## src/rtl/wb_arbiter.sv

```systemverilog
// Write-back arbiter: LSU vs buffered EXU results onto the register-file write port,
// plus a pending-write scoreboard. Define WB_ARBITER_TRACE_EN to compile commit/starvation traces.
module wb_arbiter #(
  parameter int EXU_DEPTH  = 2,
  parameter int STARVE_MAX = 4
) (
  input  logic        clock,
  input  logic        reset,
  input  logic        exu_valid,
  output logic        exu_ready,
  input  logic [4:0]  exu_rd,
  input  logic [63:0] exu_data,
  input  logic        lsu_valid,
  output logic        lsu_ready,
  input  logic [4:0]  lsu_rd,
  input  logic [63:0] lsu_data,
  input  logic        iss_valid,
  input  logic [4:0]  iss_rd,
  output logic [4:0]  waddr,
  output logic        wen,
  output logic [63:0] wdata,
  output logic [31:0] pending
);

  localparam int PTR_W = $clog2(EXU_DEPTH);
  localparam int CNT_W = $clog2(EXU_DEPTH + 1);
  localparam int STV_W = $clog2(STARVE_MAX + 1);
  localparam logic [CNT_W-1:0] FULL = CNT_W'(EXU_DEPTH);
  localparam logic [STV_W-1:0] SMAX = STV_W'(STARVE_MAX);

  logic [4:0]       fifo_rd   [EXU_DEPTH];
  logic [63:0]      fifo_data [EXU_DEPTH];
  logic [PTR_W-1:0] wr_ptr, rd_ptr;
  logic [CNT_W-1:0] count;
  logic [STV_W-1:0] starve;
  logic             fifo_empty, force_pop, lsu_win, pop, push;
  logic [31:0]      pend_next;

  assign fifo_empty = (count == '0);
  assign force_pop  = (starve == SMAX) && !fifo_empty;
  assign lsu_ready  = !force_pop;
  assign exu_ready  = (count != FULL);
  assign lsu_win    = lsu_valid && !force_pop;
  // The FIFO head drains whenever the LSU is not taking the port.
  assign pop        = !fifo_empty && !lsu_win;
  assign push       = exu_valid && exu_ready;

  always_comb begin
    pend_next = pending;
    if (wen) pend_next[waddr] = 1'b0;
    if (iss_valid && (iss_rd != 5'd0)) pend_next[iss_rd] = 1'b1;
    pend_next[0] = 1'b0;
  end

  always_ff @(posedge clock or negedge reset) begin
    if (!reset) begin
      for (int i = 0; i < EXU_DEPTH; i++) begin
        fifo_rd[i]   <= '0;
        fifo_data[i] <= '0;
      end
      wr_ptr  <= '0;
      rd_ptr  <= '0;
      count   <= '0;
      starve  <= '0;
      waddr   <= '0;
      wen     <= 1'b0;
      wdata   <= '0;
      pending <= '0;
    end else begin
      if (push) begin
        fifo_rd[wr_ptr]   <= exu_rd;
        fifo_data[wr_ptr] <= exu_data;
        wr_ptr            <= wr_ptr + PTR_W'(1);
      end
      if (pop) rd_ptr <= rd_ptr + PTR_W'(1);
      case ({push, pop})
        2'b10:   count <= count + CNT_W'(1);
        2'b01:   count <= count - CNT_W'(1);
        default: count <= count;
      endcase

      if (pop || fifo_empty)  starve <= '0;
      else if (starve != SMAX) starve <= starve + STV_W'(1);

      if (lsu_win) begin
        waddr <= lsu_rd;
        wdata <= lsu_data;
        wen   <= (lsu_rd != 5'd0);
      end else if (pop) begin
        waddr <= fifo_rd[rd_ptr];
        wdata <= fifo_data[rd_ptr];
        wen   <= (fifo_rd[rd_ptr] != 5'd0);
      end else begin
        wen   <= 1'b0;
      end

      pending <= pend_next;
    end
  end

`ifdef WB_ARBITER_TRACE_EN
  logic src_lsu;

  always_ff @(posedge clock or negedge reset) begin
    if (!reset)                src_lsu <= 1'b0;
    else if (lsu_win || pop)   src_lsu <= lsu_win;
  end

  always @(posedge clock) begin
    if (reset && wen)
      $display("wb_arbiter: %s commit x%0h <= %h", src_lsu ? "LSU" : "EXU", waddr, wdata);
    if (reset && force_pop)
      $display("wb_arbiter: EXU head starved, forcing x%0h", fifo_rd[rd_ptr]);
  end
`endif

endmodule

```

## config.mk

```make
export PLATFORM = sky130hd
export DESIGN_NAME = wb_arbiter
export DESIGN_NICKNAME = d
export VERILOG_FILES = /design/src/rtl/wb_arbiter.sv
export SDC_FILE = /design/constraint.sdc
export NUM_CORES = 1
export LEC_CHECK = 0
export ABC_AREA = 1
export ABC_CLOCK_PERIOD_IN_PS = 2700
export CORE_MARGIN = 5
export CORE_UTILIZATION = 49
export CTS_CLUSTER_SIZE = 14
export DETAILED_ROUTE_END_ITERATION = 8
export GPL_TIMING_DRIVEN = 0
export PLACE_DENSITY = 0.88
export SYNTH_ARGS = -nofsm -noshare
export SYNTH_HDL_FRONTEND = slang
export SYNTH_SLANG_ARGS = --single-unit
export TNS_END_PERCENT = 10
```

## constraint.sdc

```tcl
create_clock -name clock -period 2.7 [get_ports clock]
set_input_delay 0.81 -clock clock [delete_from_list [all_inputs] [get_ports clock]]
set_output_delay 0.81 -clock clock [all_outputs]
set_load 0.005 [all_outputs]
```

==> results.json, run 1 <==
{
  "ys_seq_area_frac": 0.569,
  "fin_crit_ns": 2.54,
  "synth_top_family_by_area": "simple AND/OR/NAND/NOR gates",
  "port_buffers": 250,
  "wl_met2_mm": 15.6,
  "multi_input_area_mm2": 0.00395,
  "outcome": "finished, final reports clean",
  "yosys_warnings": 0,
  "final_cell_mix": "nand2_1, clkdlybuf4s50_1, dfrtp_1, o21ai_0, nand3_1",
  "via_per_inst": 5.23,
  "drt-met1-wl_mm": 12.2,
  "clkSinkCount": 246,
  "numCtsBuffers": 25,
  "crit_fanout": 10,
  "io_pins": 252,
  "ant_nets": 0,
  "p_leak_nw": 7.02,
  "drv_slew": 0,
  "overflow": 0,
  "drive_gt1_frac": 0.0869,
  "wl_per_cell_um": 16.6,
  "synthAdderAreaFrac": 0.00347,
  "initial_core_util": 0.497,
  "finClkSkew_ns": 0.0101,
  "rrSetupSlack_ns": 0.23,
  "rr_worst_depth": 9,
  "wl_met3_mm": 1.99,
  "max_freq_ghz": 0.393,
  "fp.coreArea_mm2": 0.0218,
  "area_growth_pct": 34.4,
  "asyncSetResetFlopFracSynth": 1.00,
  "regToRegStartpoint": "starve[0]",
  "cp-end-kind": "flip-flop",
  "cp_data_required_time_ns": 3.08,
  "synth_cell_type_count": 28,
  "antenna_found_initial": 3,
  "worstSetupPathType": "in2reg",
  "final_core_util": 0.668,
  "dp_hpwl_mm": 21.9,
  "gp_congestion": 0.839,
  "syn_inst": 1280,
  "synth-edff-count": 0,
  "max-vdd-ir-drop_mv": 0.471,
  "htree_levels": 1,
  "ys_ff_latch": 246,
  "fill_cells": 1723,
  "synth_nets": 1431,
  "muxShareOfSynthArea": 0,
  "fin_crit_sh": 0.942,
  "rsz0062_at_grt": "no",
  "syn_area_mm2": 0.0108,
  "startpoint_type": "input pin",
  "synth_compound_area_frac": 0.112,
  "cts_tree": "done",
  "grt_max_degree": 111,
  "finalHoldViolCount": 0,
  "regArea_mm2": 0.00616,
  "dp.cells": 1812,
  "clkLatencyLatePin_ns": 0.51,
  "final_common_cell": "nand2_1",
  "tightest_slew_ns": 0.704,
  "reg2reg_to": "count[1]",
  "cts_max_path_buffers": 3,
  "fin_total_pwr_mw": 15.9,
  "grt_pass1_wl_mm": 49.9,
  "cts_hold_buf": 0,
  "die-height_um": 159,
  "drc": 0,
  "firstDrtPassIters": 6,
  "worstHoldPathType": "in2async",
  "track_usage": 0.245,
  "rows": 54,
  "power_density_mw_per_mm2": 1100,
  "final.setup.tns_ns": 0,
  "cts_root_buf": "clkbuf_16",
  "relSlewSlack": 0.531,
  "synth_ff_type": "dfrtp_1",
  "top_layer": "met5",
  "grt_pass1_vias": 10013,
  "setup_viol": 0,
  "wirelength_mm": 30.9,
  "routed-via-count": 9718,
  "die_area_mm2": 0.0251,
  "final_cells": 1858,
  "fp.dieW_um": 159,
  "yosys.area_share.simple": 0.246,
  "path_clk_slew_ns": 0.06,
  "cap_viol_max_count": 0,
  "post_cts_buffers": 0,
  "worstPathArrival_ns": 2.93,
  "drt_iter0_drc": 617,
  "final_nets": 1710,
  "avgSynthCellArea_um2": 8.45,
  "ctsResizeCount": 1,
  "yosys.area_share.xor_xnor": 0.00324
}
sequential cells by signal (all words and copies together), names as in the netlist:
register and cells:
count 2, fifo_data 128, fifo_rd 10, pending 31
rd_ptr 1, starve 3, waddr 5, wdata 64
wen 1, wr_ptr 1
critical path, stage by stage:
cell	delay (ns)
clkdlybuf4s50_1	0.48
a21oi_2	0.59
buf_2	0.37
ha_1	0.29
a21oi_1	0.11
o21ai_0	0.11
xor2_1	0.16
kinds of logic (layout without fill, tap and decap cells):
family,count (synthesis),after routing
adders and majority gates,3,3
AOI/OAI and AO/OA,204,204
DFF,246,246
other,1,2
and+or+nand+nor,669,669
xor gates and xnor gates,4,4
buffers and inverters,153,450
area by class of cell:
class                           count  share of cell area
Inverter                           86              0.0222
Multi-Input combinational cell    881               0.272
Clock inverter                      9             0.00525
Antenna cell                        1            0.000172
Clock buffer                       36              0.0500
Timing Repair Buffer              252               0.176
Tap cell                          280              0.0241
Sequential cell                   246               0.424
Buffer                             67              0.0266
cells in the mapped netlist (3+ instances only):
| cell type | n | share of area |
|---|---|---|
| o21ai_1 | 10 | 0.0046 |
| ha_1 | 3 | 0.0035 |
| nor2_1 | 7 | 0.0024 |
| buf_1 | 3 | 0.0010 |
| clkbuf_1 | 28 | 0.0097 |
| o21ai_2 | 50 | 0.040 |
| buf_2 | 21 | 0.0097 |
| dfrtp_1 | 246 | 0.57 |
| o21ai_0 | 141 | 0.065 |
| buf_6 | 14 | 0.015 |
| inv_1 | 83 | 0.029 |
| nand3_1 | 93 | 0.043 |
| nand2_1 | 561 | 0.19 |
per-stage QoR:
stage	hold slack (ns)	cell area (um^2)	setup slack (ns)
global placement	0.461	13700	-9.26
CTS	0.195	14500	0.175
global route	0.197	14500	0.0985
finish	0.181	14500	0.158
floorplan	0.440	10800	0.686
detailed placement	0.469	13700	-0.347
power by group:
group | leakage, nW | total [mW] | internal [mW] | switching, mW
clock network | 0.399 | 3.40 | 1.96 | 1.44
logic | 3.61 | 6.21 | 2.83 | 3.37
registers | 3.01 | 6.33 | 5.36 | 0.973
how the worst max path moves through the flow:
| stage | startpoint | end |
|---|---|---|
| global route | lsu_valid | count[1] |
| floorplan | lsu_valid | count[1] |
| CTS | lsu_valid | count[1] |
| global placement | reset | fifo_data[17] |
| finish | lsu_valid | count[1] |
| detailed placement | lsu_valid | count[1] |
per-layer routing:
layer / vias to the layer above / global-route usage
li1: 4615 / -
met1: 4669 / 0.315
met2: 347 / 0.421
met3: 83 / 0.0364
met4: 4 / 0.0926
met5: - / 0
No activity file was read; power rests on OpenSTA's default activity.
==> run 2: changes to the inputs <==
--- a/config.mk
+++ b/config.mk
@@ -5,7 +5,6 @@
 export SDC_FILE = /design/constraint.sdc
 export NUM_CORES = 1
 export LEC_CHECK = 0
-export ABC_AREA = 1
 export ABC_CLOCK_PERIOD_IN_PS = 2700
 export CORE_MARGIN = 5
 export CORE_UTILIZATION = 49
@@ -13,6 +12,7 @@
 export DETAILED_ROUTE_END_ITERATION = 8
 export GPL_TIMING_DRIVEN = 0
 export PLACE_DENSITY = 0.88
+export REMOVE_ABC_BUFFERS = 1
 export SYNTH_ARGS = -nofsm -noshare
 export SYNTH_HDL_FRONTEND = slang
 export SYNTH_SLANG_ARGS = --single-unit
==> run 2 against run 1 <==
Compared with the run above: clock power about the same; global-route usage decreased by 3.0 points; power grew 4.0%; core utilization rose by 0.49 points; synthesized cell count shrank 40%; combinational power up 3%; die area down 2.7%; setup slack better by 0.020 ns; clock-buffer cell count shrank 3; synthesized area is 2.9% lower.
==> results.json, run 2 <==
{
  "die-height_um": 156,
  "cp-end-kind": "output port",
  "cap_viol_max_count": 0,
  "ant_nets": 0,
  "cts_tree": "done",
  "regArea_mm2": 0.00616,
  "final_core_util": 0.673,
  "yosysTopAreaCell": "dfrtp_1",
  "antenna_found_initial": 0,
  "setup_viol": 0,
  "wirelength_mm": 26.8,
  "post_cts_buffers": 0,
  "fill_cells": 1474,
  "syn_area_mm2": 0.0105,
  "synth_common_cells": "dfrtp_1, mux2_2, nor3_1",
  "outcome": "finished, final reports clean",
  "ys_ff_latch": 246,
  "drt_iter0_drc": 371,
  "via_per_inst": 5.84,
  "yosys_warnings": 0,
  "max-vdd-ir-drop_mv": 0.675,
  "final_cell_mix": "clkdlybuf4s50_1, dfrtp_1, mux2_2, nor3_1",
  "tightest_slew_ns": 0.969,
  "final_common_cell": "clkdlybuf4s50_1",
  "htree_levels": 1,
  "area_growth_pct": 35.1,
  "dp_hpwl_mm": 18.6,
  "power_density_mw_per_mm2": 1170,
  "grt_max_degree": 125,
  "grt_pass1_wl_mm": 43.4,
  "avgSynthCellArea_um2": 13.7,
  "worstHoldPathType": "in2async",
  "drc": 0,
  "cts_root_buf": "clkbuf_16",
  "routed-via-count": 7567,
  "finalHoldViolCount": 0,
  "fin_crit_ns": 2.52,
  "fp.dieW_um": 156,
  "drv_slew": 0,
  "clkLatencyLatePin_ns": 0.51,
  "synthMostInstantiatedCell": "dfrtp_1",
  "crit_fanout": 6,
  "rows": 53,
  "finClkSkew_ns": 0.0124,
  "fin_crit_sh": 0.934,
  "cts_max_path_buffers": 3,
  "numCtsBuffers": 25,
  "ys_top_cells_by_area": "dfrtp_1, mux2_2, a221o_1",
  "initial_core_util": 0.498,
  "fp.coreArea_mm2": 0.0211,
  "largest_register": "fifo_data",
  "p_leak_nw": 5.90,
  "overflow": 0,
  "final.setup.tns_ns": 0,
  "cp_data_required_time_ns": 1.89,
  "worstSetupPathType": "reg2out",
  "max_freq_ghz": 0.397,
  "synth-edff-count": 0,
  "port_buffers": 250,
  "synth_cell_type_count": 33,
  "die_area_mm2": 0.0245,
  "cts_hold_buf": 0,
  "rsz0062_at_grt": "no",
  "multi_input_area_mm2": 0.00409,
  "relSlewSlack": 0.352,
  "io_pins": 252,
  "syn_inst": 769,
  "clkSinkCount": 246,
  "gp_congestion": 0.812,
  "reg_top3": "fifo_data: 128 flops, wdata: 64 flops, pending: 31 flops",
  "asyncSetResetFlopFracSynth": 1.00,
  "firstDrtPassIters": 5,
  "wl_per_cell_um": 20.7,
  "drive_gt1_frac": 0.203,
  "grt_pass1_vias": 8353,
  "startpoint_type": "flip-flop",
  "antennaDiodeCount": 0,
  "fin_total_pwr_mw": 16.6,
  "track_usage": 0.215,
  "yosys.area.top_type_share": 0.586,
  "ys_seq_area_frac": 0.586,
  "worstPathArrival_ns": 1.71,
  "path_clk_slew_ns": 0.07,
  "largest_reg_flops": 128,
  "final_nets": 1154,
  "synth_ff_type": "dfrtp_1"
}
run 2: cell count changes after synthesis, sizes merged, moves of 11 or more:
cell / before / now
nor3: 2 / 73
nand3b: 0 / 11
mux2: 0 / 138
nand2: 564 / 5
o21ai: 201 / 62
mux2i: 0 / 69
nand3: 93 / 5
inv: 85 / 2
a221o: 0 / 69
run 2: layout make-up:
class	instances	share of cell area
clock inverter	11	0.00829
timing repair buffer	262	0.196
clock buffer	33	0.0483
sequential	246	0.434
tap	275	0.0242
inverter	2	0.000529
multi-input combinational	466	0.288
run 2: metrics by stage:
stage	instance area, um^2	worst slack, ns	instances	hold WS (ns)
floorplan	10200	-1.73	714	0.440
global placement	13100	-9.47	1239	0.460
detailed placement	13400	-0.134	1251	0.467
CTS	14200	0.0323	1295	0.0454
global route	14200	0.118	1295	0.0353
finish	14200	0.178	1295	0.0612
run 2: path summary, 6_finish.rpt:
path                       startpoint              to  slack, ns  cells past startpoint
max                          count[0]       exu_ready       0.18                      2
min                             reset       starve[0]       0.06                      1
max reg2reg                 starve[0]       wdata[21]       0.59                      6
min reg2reg                 starve[0]       starve[0]       0.48                      1
max in group asynchronous       reset  fifo_data[110]       1.32                      3
min in group clock          starve[0]       starve[0]       0.48                      1
run 2: repair_timing:
item | in CTS | in global routing
gates resized for setup | 0 | 2
setup endpoints to repair | 0 | 2
hold endpoints to repair | 0 | 0
run 2: power by group:
group	internal (mW)	leakage (nW)	switching [mW]
clock network	1.98	0.392	1.40
logic	3.89	2.61	2.50
registers	5.53	2.90	1.28
run 2: metal layers:
metal	vias to the layer above	GRT usage	wire, um
met5	-	0	0
met4	0	0.0579	563
met3	58	0.0564	2360
met2	320	0.370	13400
met1	3827	0.269	10500
li1	3362	-	-
run 2: critical path, cell delays in order, from the launching register on:
cell	delay, ns
dfrtp_2	0.49
nand2b_4	0.20
clkdlybuf4s50_1	0.51
run 2: cell families (layout without fill, tap and decap cells):
logic type / after synthesis / after routing / synth area share
DFF: 246 / 246 / 0.586
muxes: 207 / 207 / 0.217
AOI/OAI and AO/OA: 134 / 134 / 0.0982
and+or+nand+nor: 115 / 115 / 0.0618
buffers and inverters: 57 / 308 / 0.0278
xor gates and xnor gates: 6 / 6 / 0.00500
adders and majority gates: 3 / 3 / 0.00357
other: 1 / 1 / 0.000357
==> run 3: changes to the inputs <==
--- a/config.mk
+++ b/config.mk
@@ -7,11 +7,11 @@
 export LEC_CHECK = 0
 export ABC_CLOCK_PERIOD_IN_PS = 2700
 export CORE_MARGIN = 5
-export CORE_UTILIZATION = 49
+export CORE_UTILIZATION = 50
 export CTS_CLUSTER_SIZE = 14
 export DETAILED_ROUTE_END_ITERATION = 8
 export GPL_TIMING_DRIVEN = 0
-export PLACE_DENSITY = 0.88
+export PLACE_DENSITY = 0.89
 export REMOVE_ABC_BUFFERS = 1
 export SYNTH_ARGS = -nofsm -noshare
 export SYNTH_HDL_FRONTEND = slang
==> run 3 against run 2 <==
Compared with the run above: non-clock buffer count unchanged; critical endpoint unchanged; cell area rose by 0.82%; largest cell class unchanged; setup slack got worse by 0.017 ns; sequential share of layout area fell by 0.35 points; sequential cell count did not move; clock power is 13% higher; routed wire length is 3.2% higher; cell count up 0.39%; maximum frequency down 0.67%; combinational power is 0.9% higher; sequential power is 0.6% lower.
==> results.json, run 3 (synthesized netlist as in run 2, its figures left out) <==
{
  "outcome": "finished, final reports clean",
  "die_area_mm2": 0.0240,
  "relSlewSlack": 0.411,
  "htree_levels": 1,
  "reg_top3": "fifo_data: 128 flops, wdata: 64 flops, pending: 31 flops",
  "antenna_found_initial": 2,
  "power_density_mw_per_mm2": 1190,
  "finClkSkew_ns": 0.00890,
  "cts_max_path_buffers": 3,
  "dp_hpwl_mm": 18.4,
  "cts_tree": "done",
  "grt_max_degree": 110,
  "place_ws_ns": -0.164,
  "clkLatencyLatePin_ns": 0.51,
  "crit_fanout": 6,
  "max-vdd-ir-drop_mv": 0.684,
  "grt_pass1_vias": 8317,
  "ctsResizeCount": 0,
  "largest_register": "fifo_data",
  "p_leak_nw": 5.96,
  "wl_per_cell_um": 21.3,
  "post_cts_buffers": 0,
  "overflow": 0,
  "grt_use_met3": 0.0509,
  "area_growth_pct": 36.2,
  "final_common_cell": "clkdlybuf4s50_1",
  "final_nets": 1155,
  "worstSetupPathType": "reg2out",
  "clkSinkCount": 246,
  "track_usage": 0.225,
  "drt_iter0_drc": 404,
  "routed-via-count": 7640,
  "ant_nets": 0,
  "initial_core_util": 0.504,
  "final_cell_mix": "clkdlybuf4s50_1, dfrtp_1, mux2_2, nor3_1",
  "max_freq_ghz": 0.394,
  "use_met1": 0.290,
  "finalHoldViolCount": 0,
  "setup_slack_ns": 0.161,
  "port_buffers": 250,
  "drive_gt1_frac": 0.208,
  "fin_crit_sh": 0.940,
  "path_clk_slew_ns": 0.06,
  "die-height_um": 155,
  "cp_data_required_time_ns": 1.89,
  "wirelength_mm": 27.7,
  "rsz0062_at_grt": "no",
  "worstPathArrival_ns": 1.73,
  "via_per_inst": 5.88,
  "io_pins": 252,
  "drv_slew": 0,
  "startpoint_type": "flip-flop",
  "largest_reg_flops": 128,
  "fill_cells": 1474,
  "worstHoldPathType": "in2async",
  "setup_viol": 0,
  "grt_pass1_wl_mm": 44.1,
  "rows": 53,
  "drc": 0,
  "tightest_slew_ns": 0.884,
  "fp.coreArea_mm2": 0.0208,
  "numCtsBuffers": 26,
  "final_core_util": 0.687,
  "gp_congestion": 0.822,
  "use_met2": 0.382,
  "fp.dieW_um": 155,
  "busiest_layer": "met2",
  "cap_viol_max_count": 0,
  "fin_crit_ns": 2.54,
  "cts_hold_buf": 0,
  "firstDrtPassIters": 5,
  "cts_root_buf": "clkbuf_16",
  "cp-end-kind": "output port"
}
## run 3: changes by cell type in the layout (fill, tap and decap cells not counted), moves of 2 or more
cell	change
buf_16	-2
buf_8	+2
bufinv_16	+2
clkbuf_1	-2
clkbuf_16	+2
clkbuf_8	+3
## run 3: worst paths after layout
check / startpoint / to / slack, ns / cells after the start
worst min register to register: starve[0] / starve[0] / 0.49 / 1
worst max register to register: count[0] / fifo_data[124] / 0.54 / 4
worst min-delay path: reset / pending[4] / 0.18 / 1
worst max-delay path: count[0] / exu_ready / 0.16 / 2
max in group asynchronous: reset / wdata[54] / 1.68 / 2
min in group clock: starve[0] / starve[0] / 0.49 / 1
## run 3: routing by layer
| layer | vias up | routed length, um |
|---|---|---|
| met5 | - | 13 |
| met4 | 2 | 706 |
| met3 | 55 | 2100 |
| met2 | 329 | 13900 |
| met1 | 3882 | 11000 |
| li1 | 3372 | - |
## run 3: through the flow
| stage | TNS [ns] | instance area, um^2 | instances | hold slack [ns] | total power, mW |
|---|---|---|---|---|---|
| after floorplan | -119.30 | 10200 | 714 | 0.440 | 10.2 |
| after global placement | -2817.01 | 13100 | 1239 | 0.457 | 12.8 |
| after detailed placement | -5.54 | 13400 | 1251 | 0.473 | 13.2 |
| after CTS | 0 | 14300 | 1299 | 0.171 | 17.2 |
| after global routing | 0 | 14300 | 1300 | 0.192 | 18.0 |
| final | 0 | 14300 | 1300 | 0.177 | 17.1 |
## run 3: cell type report
class | instances | area [um^2] | share of cell area
Antenna cell | 1 | 2.50 | 0.000175
Sequential cell | 246 | 6160 | 0.431
Timing Repair Buffer | 262 | 2760 | 0.193
Clock inverter | 12 | 171 | 0.0120
Clock buffer | 36 | 769 | 0.0538
Tap cell | 275 | 344 | 0.0241
Multi-Input combinational cell | 466 | 4090 | 0.286
Inverter | 2 | 7.51 | 0.000525
## run 3: report_power, final
group / internal [mW] / switching (mW)
registers: 5.53 / 1.24
logic: 3.88 / 2.58
clock network: 2.37 / 1.46
## run 3: worst max-delay path, stage by stage, from the launching register on
cell and delay, ns:
dfrtp_2 0.48, nand2b_4 0.20, clkdlybuf4s50_1 0.53
